==> src/rtl/cac_pkg.sv <==
// cac_pkg -- shared definitions for the settings hub.
//   cac_state_e   : hub controller state encoding
//   CAC_MAX_CH    : largest supported number of request channels
//   cac_rom_word  : default-settings image, word idx (caller truncates to DATA_WIDTH)
package cac_pkg;

    localparam int CAC_MAX_CH = 8;

    typedef enum logic [1:0] {
        ST_INIT   = 2'd0,
        ST_IDLE   = 2'd1,
        ST_ACCESS = 2'd2,
        ST_RESP   = 2'd3
    } cac_state_e;

    // Default settings image: a simple arithmetic pattern so every word differs.
    function automatic logic [31:0] cac_rom_word(input int unsigned idx);
        return 32'h0000_5A00 + idx * 32'h0000_0111;
    endfunction

endpackage

==> src/rtl/cac_rr_arbiter.sv <==
// cac_rr_arbiter -- round-robin arbiter.
//   clk, rst_n : clock, asynchronous active-low reset
//   req        : request vector (one bit per channel)
//   accept     : strobe; moves the priority pointer past the current winner
//   grant      : one-hot grant (zero when no request)
//   grant_idx  : index of the granted channel
module cac_rr_arbiter
    import cac_pkg::*;
#(
    parameter int NUM_CH = 4,
    parameter int IDX_W  = (NUM_CH > 1) ? $clog2(NUM_CH) : 1
) (
    input  logic              clk,
    input  logic              rst_n,
    input  logic [NUM_CH-1:0] req,
    input  logic              accept,
    output logic [NUM_CH-1:0] grant,
    output logic [IDX_W-1:0]  grant_idx
);

    logic [IDX_W-1:0] last_q, last_d;
    logic             found;

    // Search starts one past the last winner and wraps around.
    always_comb begin
        grant     = '0;
        grant_idx = '0;
        found     = 1'b0;
        for (int i = 1; i <= NUM_CH; i++) begin
            if (!found && req[IDX_W'((int'(last_q) + i) % NUM_CH)]) begin
                found     = 1'b1;
                grant_idx = IDX_W'((int'(last_q) + i) % NUM_CH);
                grant[IDX_W'((int'(last_q) + i) % NUM_CH)] = 1'b1;
            end
        end
        last_d = accept ? grant_idx : last_q;
    end

    // Pointer resets to the top channel so channel 0 wins first.
    always_ff @(posedge clk or negedge rst_n) begin
        if (!rst_n) last_q <= IDX_W'(NUM_CH - 1);
        else        last_q <= last_d;
    end

endmodule

==> src/rtl/cac_settings_hub.sv <==
// cac_settings_hub -- multi-channel settings RAM with default load.
//   clk_cac, rstb_cac    : clock, asynchronous active-low reset
//   req_valid/req_ready  : per-channel request handshake
//   req_write/addr/wdata : per-channel request payload (flattened by channel)
//   rsp_valid            : per-channel one-cycle response pulse
//   rsp_rdata, rsp_err   : shared response data / error, qualified by rsp_valid
//   init_done            : high once the default image has been loaded
// After reset the RAM is filled one word per cycle, then requests are served
// one at a time: accept (IDLE) -> RAM access (ACCESS) -> response (RESP).
module cac_settings_hub
    import cac_pkg::*;
#(
    parameter int NUM_CH     = 4,
    parameter int ADDR_WIDTH = 8,
    parameter int DATA_WIDTH = 16,
    parameter int RAM_LENGTH = 64,
    parameter int ROM_LENGTH = 32
) (
    input  logic                         clk_cac,
    input  logic                         rstb_cac,
    input  logic [NUM_CH-1:0]            req_valid,
    output logic [NUM_CH-1:0]            req_ready,
    input  logic [NUM_CH-1:0]            req_write,
    input  logic [NUM_CH*ADDR_WIDTH-1:0] req_addr,
    input  logic [NUM_CH*DATA_WIDTH-1:0] req_wdata,
    output logic [NUM_CH-1:0]            rsp_valid,
    output logic [DATA_WIDTH-1:0]        rsp_rdata,
    output logic                         rsp_err,
    output logic                         init_done
);

    localparam int IDX_W  = (NUM_CH > 1) ? $clog2(NUM_CH) : 1;
    localparam int RAM_AW = (RAM_LENGTH > 1) ? $clog2(RAM_LENGTH) : 1;

    cac_state_e            state_q, state_d;
    logic [RAM_AW-1:0]     init_cnt_q, init_cnt_d;
    logic                  init_done_q, init_done_d;
    logic [IDX_W-1:0]      ch_q, ch_d;
    logic                  wr_q, wr_d;
    logic [ADDR_WIDTH-1:0] addr_q, addr_d;
    logic [DATA_WIDTH-1:0] wdata_q, wdata_d;
    logic [NUM_CH-1:0]     rsp_valid_q, rsp_valid_d;
    logic [DATA_WIDTH-1:0] rsp_rdata_q, rsp_rdata_d;
    logic                  rsp_err_q, rsp_err_d;

    logic [DATA_WIDTH-1:0] ram [RAM_LENGTH];
    logic                  ram_we;
    logic [RAM_AW-1:0]     ram_addr;
    logic [DATA_WIDTH-1:0] ram_wdata;

    logic [NUM_CH-1:0]     arb_req, grant;
    logic [IDX_W-1:0]      grant_idx;
    logic                  accept;
    logic                  addr_ok;
    logic [31:0]           rom_word;

    // Arbiter only sees requests while idle, so grant doubles as req_ready.
    assign arb_req  = (state_q == ST_IDLE) ? req_valid : '0;
    assign accept   = |grant;
    assign addr_ok  = 32'(addr_q) < 32'(RAM_LENGTH);
    assign rom_word = cac_rom_word(32'(init_cnt_q));

    cac_rr_arbiter #(
        .NUM_CH (NUM_CH),
        .IDX_W  (IDX_W)
    ) u_arb (
        .clk       (clk_cac),
        .rst_n     (rstb_cac),
        .req       (arb_req),
        .accept    (accept),
        .grant     (grant),
        .grant_idx (grant_idx)
    );

    always_comb begin
        state_d     = state_q;
        init_cnt_d  = init_cnt_q;
        init_done_d = init_done_q;
        ch_d        = ch_q;
        wr_d        = wr_q;
        addr_d      = addr_q;
        wdata_d     = wdata_q;
        rsp_valid_d = '0;
        rsp_rdata_d = '0;
        rsp_err_d   = 1'b0;
        ram_we      = 1'b0;
        ram_addr    = addr_q[RAM_AW-1:0];
        ram_wdata   = wdata_q;

        unique case (state_q)
            ST_INIT: begin
                ram_we    = 1'b1;
                ram_addr  = init_cnt_q;
                ram_wdata = (32'(init_cnt_q) < 32'(ROM_LENGTH)) ? DATA_WIDTH'(rom_word) : '0;
                if (32'(init_cnt_q) == 32'(RAM_LENGTH - 1)) begin
                    init_cnt_d  = '0;
                    init_done_d = 1'b1;
                    state_d     = ST_IDLE;
                end else begin
                    init_cnt_d = init_cnt_q + 1'b1;
                end
            end
            ST_IDLE: begin
                if (accept) begin
                    ch_d    = grant_idx;
                    wr_d    = req_write[grant_idx];
                    addr_d  = req_addr[grant_idx*ADDR_WIDTH +: ADDR_WIDTH];
                    wdata_d = req_wdata[grant_idx*DATA_WIDTH +: DATA_WIDTH];
                    state_d = ST_ACCESS;
                end
            end
            ST_ACCESS: begin
                // Out-of-range: no RAM update, data forced to zero, error flagged.
                ram_we      = wr_q && addr_ok;
                rsp_valid_d = NUM_CH'(1) << ch_q;
                rsp_err_d   = !addr_ok;
                if (addr_ok) rsp_rdata_d = wr_q ? wdata_q : ram[ram_addr];
                state_d     = ST_RESP;
            end
            ST_RESP: begin
                state_d = ST_IDLE;
            end
            default: state_d = ST_INIT;
        endcase
    end

    always_ff @(posedge clk_cac or negedge rstb_cac) begin
        if (!rstb_cac) begin
            state_q     <= ST_INIT;
            init_cnt_q  <= '0;
            init_done_q <= 1'b0;
            ch_q        <= '0;
            wr_q        <= 1'b0;
            addr_q      <= '0;
            wdata_q     <= '0;
            rsp_valid_q <= '0;
            rsp_rdata_q <= '0;
            rsp_err_q   <= 1'b0;
        end else begin
            state_q     <= state_d;
            init_cnt_q  <= init_cnt_d;
            init_done_q <= init_done_d;
            ch_q        <= ch_d;
            wr_q        <= wr_d;
            addr_q      <= addr_d;
            wdata_q     <= wdata_d;
            rsp_valid_q <= rsp_valid_d;
            rsp_rdata_q <= rsp_rdata_d;
            rsp_err_q   <= rsp_err_d;
        end
    end

    // Single-port array; the read result lands in rsp_rdata_q on the same edge.
    always_ff @(posedge clk_cac) begin
        if (ram_we) ram[ram_addr] <= ram_wdata;
    end

    assign req_ready = grant;
    assign rsp_valid = rsp_valid_q;
    assign rsp_rdata = rsp_rdata_q;
    assign rsp_err   = rsp_err_q;
    assign init_done = init_done_q;

endmodule

==> config.mk <==
export PLATFORM = sky130hd
export DESIGN_NAME = cac_settings_hub
export DESIGN_NICKNAME = d
export VERILOG_FILES = /design/src/rtl/cac_pkg.sv /design/src/rtl/cac_rr_arbiter.sv /design/src/rtl/cac_settings_hub.sv
export SDC_FILE = /design/constraint.sdc
export NUM_CORES = 1
export LEC_CHECK = 0
export ABC_CLOCK_PERIOD_IN_PS = 8200
export CORE_MARGIN = 2
export CORE_UTILIZATION = 50
export CTS_BUF_LIST = sky130_fd_sc_hd__clkbuf_4 sky130_fd_sc_hd__clkbuf_8
export DETAILED_ROUTE_END_ITERATION = 8
export PLACE_DENSITY = 0.7
export SYNTH_ARGS = -nofsm -noshare
export SYNTH_HDL_FRONTEND = slang
export SYNTH_SLANG_ARGS = --single-unit
==> constraint.sdc <==
create_clock -name clk_cac -period 8.2 [get_ports clk_cac]
set_input_delay 1.64 -clock clk_cac [delete_from_list [all_inputs] [get_ports clk_cac]]
set_output_delay 1.64 -clock clk_cac [all_outputs]
set_load 0.03 [all_outputs]
Word level (Yosys, flattened, before mapping)
Memory sizes are Yosys's and may differ from the RTL's.
Cells that the tools add are included.
{ "totals": {"mem_bits_rw": 1024, "n_memories": 1, "in_bits": 106, "reg_bits": 59, "wordCells": 108} }
{ "mem_list": {"columns": ["name", "words", "word_bits", "read_ports", "rd_ports_with_merged_regs", "write_ports", "line_no", "text"], "rows": [
  ["ram", 64, 16, 1, 0, 1, "cac_settings_hub.sv:46", "logic [DATA_WIDTH-1:0] ram [RAM_LENGTH];"]
]} }
{ "classes": {"magnitude_cmp": 11, "n_mux": 49, "bitwise": 3, "n_reduce_logical": 17, "n_mul": 1, "n_eq_ne": 6, "shift": 3, "n_addsub": 6} }
{ "op_table": {"columns": ["op", "n"], "rows": [
  ["$mux W16", 5],
  ["$shiftx A64 B7 Y16", 1],
  ["$shiftx A32 B6 Y8", 1],
  ["$mux W4", 6],
  ["$mux W1", 19],
  ["$add A15 B15 Y16 const A", 1],
  ["$lt A2 B4 Y1 const B", 4],
  ["$mul A6 B9 Y15 const B", 1],
  ["$mux W2", 6],
  ["$mux W6", 2],
  ["$or A4 B4 Y4", 3],
  ["$bmux W1 S2", 5],
  ["$demux W1 S2", 4],
  ["$ge A2 B1 Y1 const B", 4],
  ["$logic_and A1 B1 Y1", 8],
  ["$lt A8 B7 Y1 const B", 1],
  ["$pmux W2 S4", 1],
  ["$add A6 B1 Y6 const B", 1],
  ["$eq A6 B6 Y1 const B", 1],
  ["$lt A6 B6 Y1 const B", 1],
  ["$reduce_and A2 Y1", 3],
  ["$add A2 B1 Y2 const B", 2],
  ["$add A2 B2 Y2 const B", 2],
  ["$eq A2 B2 Y1 const B", 2],
  ["9 further kinds", 12]
]} }

Longest topological paths before layout
{ "logic_depth": {"depth_word": 18, "ltp_mapped": 14, "ltp_nobuf": 13} }

Hierarchy
Synthesis repeated with hierarchy kept, for this count alone.
{ "hier_totals": {"cells_unflattened": 2188, "hier_area_um2": 43689.4} }
{ "by_module_without_submodules": {"columns": ["mod", "n_inst", "cells_each", "area_per_inst_um2"], "rows": [
  ["cac_settings_hub", 1, 2118, 43057.5],
  ["cac_rr_arbiter", 1, 70, 631.9]
]} }

Least setup slack after synthesis
No wires, ideal clock.
{ "synth_path": {"kind": "flip-flop to flip-flop", "startpoint": "register init_cnt_q[5]", "endpoint": "memory ram[0][15], data pin", "synth_period_minus_slack_ns": 6.244, "arrival_ns": 5.525, "stages_incl_launch_ff": 15, "setup_slack_ns": 1.956, "path_buffers": 1, "setup_time_ns": 0.719, "path_cell_list": "dfrtp_1 -> clkbuf_1 -> inv_1 -> ha_1 -> inv_1 -> ha_1 -> ha_1 -> ha_1 -> fa_1 -> a41o_1 -> a21oi_1 -> o21bai_1 -> a21oi_1 -> xnor2_1 -> o31ai_1"} }
{ "synth_via": {"elab_chain_len": 4, "word_cells_on_any_way": 5, "cone_classes": "add/sub (1); mul (1); order compare (1); mux (2)"} }
{ "synth_lines": {"columns": ["element", "line_no", "text"], "rows": [
  ["start, declared", "cac_settings_hub.sv:36", "logic [RAM_AW-1:0] init_cnt_q, init_cnt_d;"],
  ["start signal, assigned", "cac_settings_hub.sv:141", "init_cnt_q <= init_cnt_d;"],
  ["$mul A6 B9 Y15", "cac_pkg.sv:18", "return 32'h0000_5A00 + idx * 32'h0000_0111;"],
  ["$add A15 B15 Y16", "cac_pkg.sv:18", null],
  ["$mux W16 (*)", "cac_settings_hub.sv:94", "ram_wdata = (32'(init_cnt_q) < 32'(ROM_LENGTH)) ? DATA_WIDTH'(rom_word) : '0;"],
  ["$mux W16 (*)", "cac_settings_hub.sv:90", "unique case (state_q)"],
  ["net ram_wdata[15]", "cac_settings_hub.sv:49", "logic [DATA_WIDTH-1:0] ram_wdata;"],
  ["end, declared", "cac_settings_hub.sv:46", null]
]} }
The timed path passes the listed nets; every way through them passes the cells marked *.

Worst setup path after layout
{ "layout_path": {"startpoint": "input req_valid[2]", "endpoint": "output req_ready[0]"} }
{ "layout_via": {"elab_chain_len": 14, "word_cells_on_any_way": 29, "cone_classes": "mux (20); bitwise (3); reduce/logical (6)"} }
{ "layout_lines": {"columns": ["element", "line_no", "text"], "rows": [
  ["start, declared", "cac_settings_hub.sv:21", "input logic [NUM_CH-1:0] req_valid,"],
  ["$mux W4 (*)", "cac_settings_hub.sv:58", "assign arb_req = (state_q == ST_IDLE) ? req_valid : '0;"],
  ["$bmux W1 S2", "cac_rr_arbiter.sv:30", "if (!found && req[IDX_W'((int'(last_q) + i) % NUM_CH)]) begin"],
  ["$mux W1 (not written as such) (2 in series)", "cac_rr_arbiter.sv:30", null],
  ["$mux W1", "cac_rr_arbiter.sv:30", null],
  ["$logic_not A1 Y1", "cac_rr_arbiter.sv:30", null],
  ["$logic_and A1 B1 Y1", "cac_rr_arbiter.sv:30", null],
  ["$mux W1", "cac_rr_arbiter.sv:30", null],
  ["$logic_not A1 Y1", "cac_rr_arbiter.sv:30", null],
  ["$logic_and A1 B1 Y1", "cac_rr_arbiter.sv:30", null],
  ["$mux W1", "cac_rr_arbiter.sv:30", null],
  ["$logic_not A1 Y1", "cac_rr_arbiter.sv:30", null],
  ["$logic_and A1 B1 Y1", "cac_rr_arbiter.sv:30", null],
  ["$mux W4 (*)", "cac_rr_arbiter.sv:30", null],
  ["end, declared", "cac_settings_hub.sv:22", "output logic [NUM_CH-1:0] req_ready,"]
]} }
Mark *: on every way between the ends. The rest lies on a longest branch, timed or not. The select of a mux whose other input is x is not followed.

==> flow_summary.yaml <==
status:
  outcome: "finished clean"
worst_setup_path:
  worst-path-buf-inv: 2
  required_ns: 6.56
  end_kind: "primary output"
  critPathKind: "input pin to primary output"
  critPathMaxStageDelay_ns: 0.79
  cp_top_family: "buffers and inverters"
  crit_path_start_kind: "input pin"
  critPathSlowestCell: "clkdlybuf4s50_1"
  crit_arrival_ns: 4.47
  crit_path_frequent_cell: "clkdlybuf4s50_1"
  crit_path_max_fanout: 8
  crit_chain: "clkdlybuf4s50_1, mux2i_1, and3_1, nand3_1, o221ai_1, clkdlybuf4s50_1"
logic_synthesis:
  muxShareOfSynthArea_pct: 19.88
  synthTopCellsByArea: "edfxtp_1, mux4_2, dfrtp_1"
  yosys_warnings: 0
  netlist_instances: 1941
  synth_area_um2: 43290
  avgSynthCellArea_um2: 22.30
  synth_simple_gate_area_share_pct: 1.627
  synth_compound_area_share_pct: 1.529
  synth_commonest_cells: "edfxtp_1, mux4_2, nor2_1"
  synth.most_common_cell: "edfxtp_1"
  synth.distinct_cells: 58
  ys_seq_elements: 1083
  async_reset_ff_share_pct: 5.448
  synth_xor_area_share_pct: 0.1821
  synth_edf_count: 1024
  synthAdderAreaFrac_pct: 1.162
  synth_top_area_share_pct: 71.04
  synth_top_family_by_area: "multiplexers"
  ys_seq_area_share_pct: 74.45
  yosys.area.top_type: "edfxtp_1"
  syn-num-nets: 2086
  synth-main-ff-cell: "edfxtp_1"
sta:
  relSlewSlack_pct: 12.89
  layout_min_cycle_time_ns: 6.114
  fin_worst_skew_ns: 0.04314
  fmax_mhz: 163.5
  final.setup.tns_ns: 0
  worstMarginPinSlew_ns: 1.307
  hold_violations: 0
  setup_viol: 0
  slew_viol_final: 0
  fin_hold_ws_ns: 0.4767
  fin_crit_sh_pct: 74.57
  rsz0062_at_grt: "no"
global_routing:
  overflow: 0
  grt_start_max_net_pins: 136
  track_usage_pct: 21.35
  grt_pass1_wl_um: 139800
  antenna_found_initial: 4
  grt_pass1_vias: 21690
layout:
  final_layout_size_suffix_gt1_share_pct: 31.72
  final_area_um2: 49590
  fin_nets: 2370
  area_growth_pct: 14.55
placement:
  io_buffers: 131
  hpwl_um: 56000
  place_congestion: 0.8549
  placed_area_um2: 46340
clock_tree:
  cts_tree: "yes"
  numCtsBuffers: 168
  post_cts_buffers: 0
  clockRootBuffer: "clkbuf_8"
  cts-hold-fix-buffers: 0
  clock_sinks: 1083
  clk-insertion-delay-late_ns: 0.83
  htreeDepth: 4
  clkTransAtPathRegs_ns: 0.05
  cts_repair_resize_count: 0
  cts_buffer_depth: 3
floorplanning:
  initial_utilization_pct: 50.68
  placementRows: 107
  die_width_um: 298.2
  dieArea_um2: 88940
  core_um2: 85410
  die_height_um: 298.2
  io_pins: 132
pwr:
  power_mw: 17.86
  ir_drop_mv: 0.3791
  p_per_area_nw_per_um2: 360.1
  p_leak_nw: 16.05
route:
  route.detailed.drc: 0
  drt-total-wl_um: 93580
  vias: 20930
  wire_per_inst_um: 26.77
  drtAntennaViolNets: 0
  vias_per_cell: 5.987
  drt_pass1_iterations: 5
  drtIter0Drc: 2290
min_path:
  hp-class: "register to register"
flow_run:
  max_cap_violations: 0
per-stage QoR:
step | instances | util, % | setup WS, ns
2_1_floorplan | 1941 | - | 1.956
3_3_place_gp | 3199 | 54.25 | 2.097
3_5_place_dp | 3199 | 54.25 | 2.134
4_1_cts | 3493 | 58.04 | 2.113
5_1_grt | 3496 | 58.05 | 1.996
6_report | 3496 | 58.05 | 2.086
area by class of cell:
class / instances / area, um2
timing repair buffer: 213 / 1947
clock inverter: 64 / 401.6
antenna: 3 / 7.507
clock buffer: 230 / 2834
sequential: 1083 / 32240
multi-input combinational: 732 / 10620
fill: 6076 / 35830
inverter: 27 / 103.9
tap: 1144 / 1431
layer usage:
metal | wire, um | GRT usage (%) | vias up | part of all wire (%)
met3 | 7931 | 5.557 | 162 | 8.5
met5 | 13 | 0 | - | 0.014
met2 | 44100 | 32.80 | 957 | 47
met1 | 39390 | 30.47 | 11030 | 42
met4 | 2142 | 6.353 | 2 | 2.3
li1 | - | - | 8782 | -
worst paths after layout:
| check | slack, ns | start | to | depth (start not counted) |
|---|---|---|---|---|
| max | 2.09 | req_valid[2] | req_ready[0] | 6 |
| min | 0.48 | init_done$_DFFE_PN0P_ | init_done$_DFFE_PN0P_ | 1 |
| max reg2reg | 3.78 | state_q[1]$_DFFE_PN0P_ | ram[37][5]$_DFFE_PP_ | 5 |
| min reg2reg | 0.48 | init_done$_DFFE_PN0P_ | init_done$_DFFE_PN0P_ | 1 |
| max in group asynchronous | 6.59 | rstb_cac | addr_q[1]$_DFFE_PN0P_ | 2 |
| min in group asynchronous | 0.99 | rstb_cac | wdata_q[14]$_DFFE_PN0P_ | 2 |
logic make-up after synthesis:
group / after synthesis
buffers and inverters: 126
xor gates and xnor gates: 9
muxes: 422
AOI/OAI and AO/OA: 95
adders and majority gates: 39
DFF: 1083
and+or+nand+nor: 167
worst register-to-register path, stage by stage, from the launching register on:
cell	delay (ns)
dfrtp_1	0.39
inv_1	0.13
ha_1	0.83
inv_1	0.68
nor2_1	0.79
a22o_2	1.13
cell usage in the layout, fill, tap and decap left out, types with 22 or more instances in the layout:
master and n:
nand2_1 41, clkdlybuf4s50_1 130, mux2i_1 40, o21ai_0 22, buf_4 80, dfrtp_1 53
clkinv_1 38, mux2_2 33, edfxtp_1 1024, ha_1 37, clkbuf_4 53, mux4_2 345
inv_1 25, clkbuf_8 177, nor2_1 92
sequential cells by signal, summed over array words and instances, names as in the netlist:
name and count:
ram 1024, rsp_rdata 16, wdata_q 16, addr_q 8, init_cnt_q 6, rsp_valid 4, ch_q 2, state_q 2
u_arb.last_q 2, init_done 1, rsp_err 1, wr_q 1
power by group:
group / switching [mW] / internal, mW
Clock: 2.00 / 2.35
Combinational: 3.39 / 2.52
Sequential: 0.281 / 7.30
Note: power is estimated with default switching activity, not from simulation.
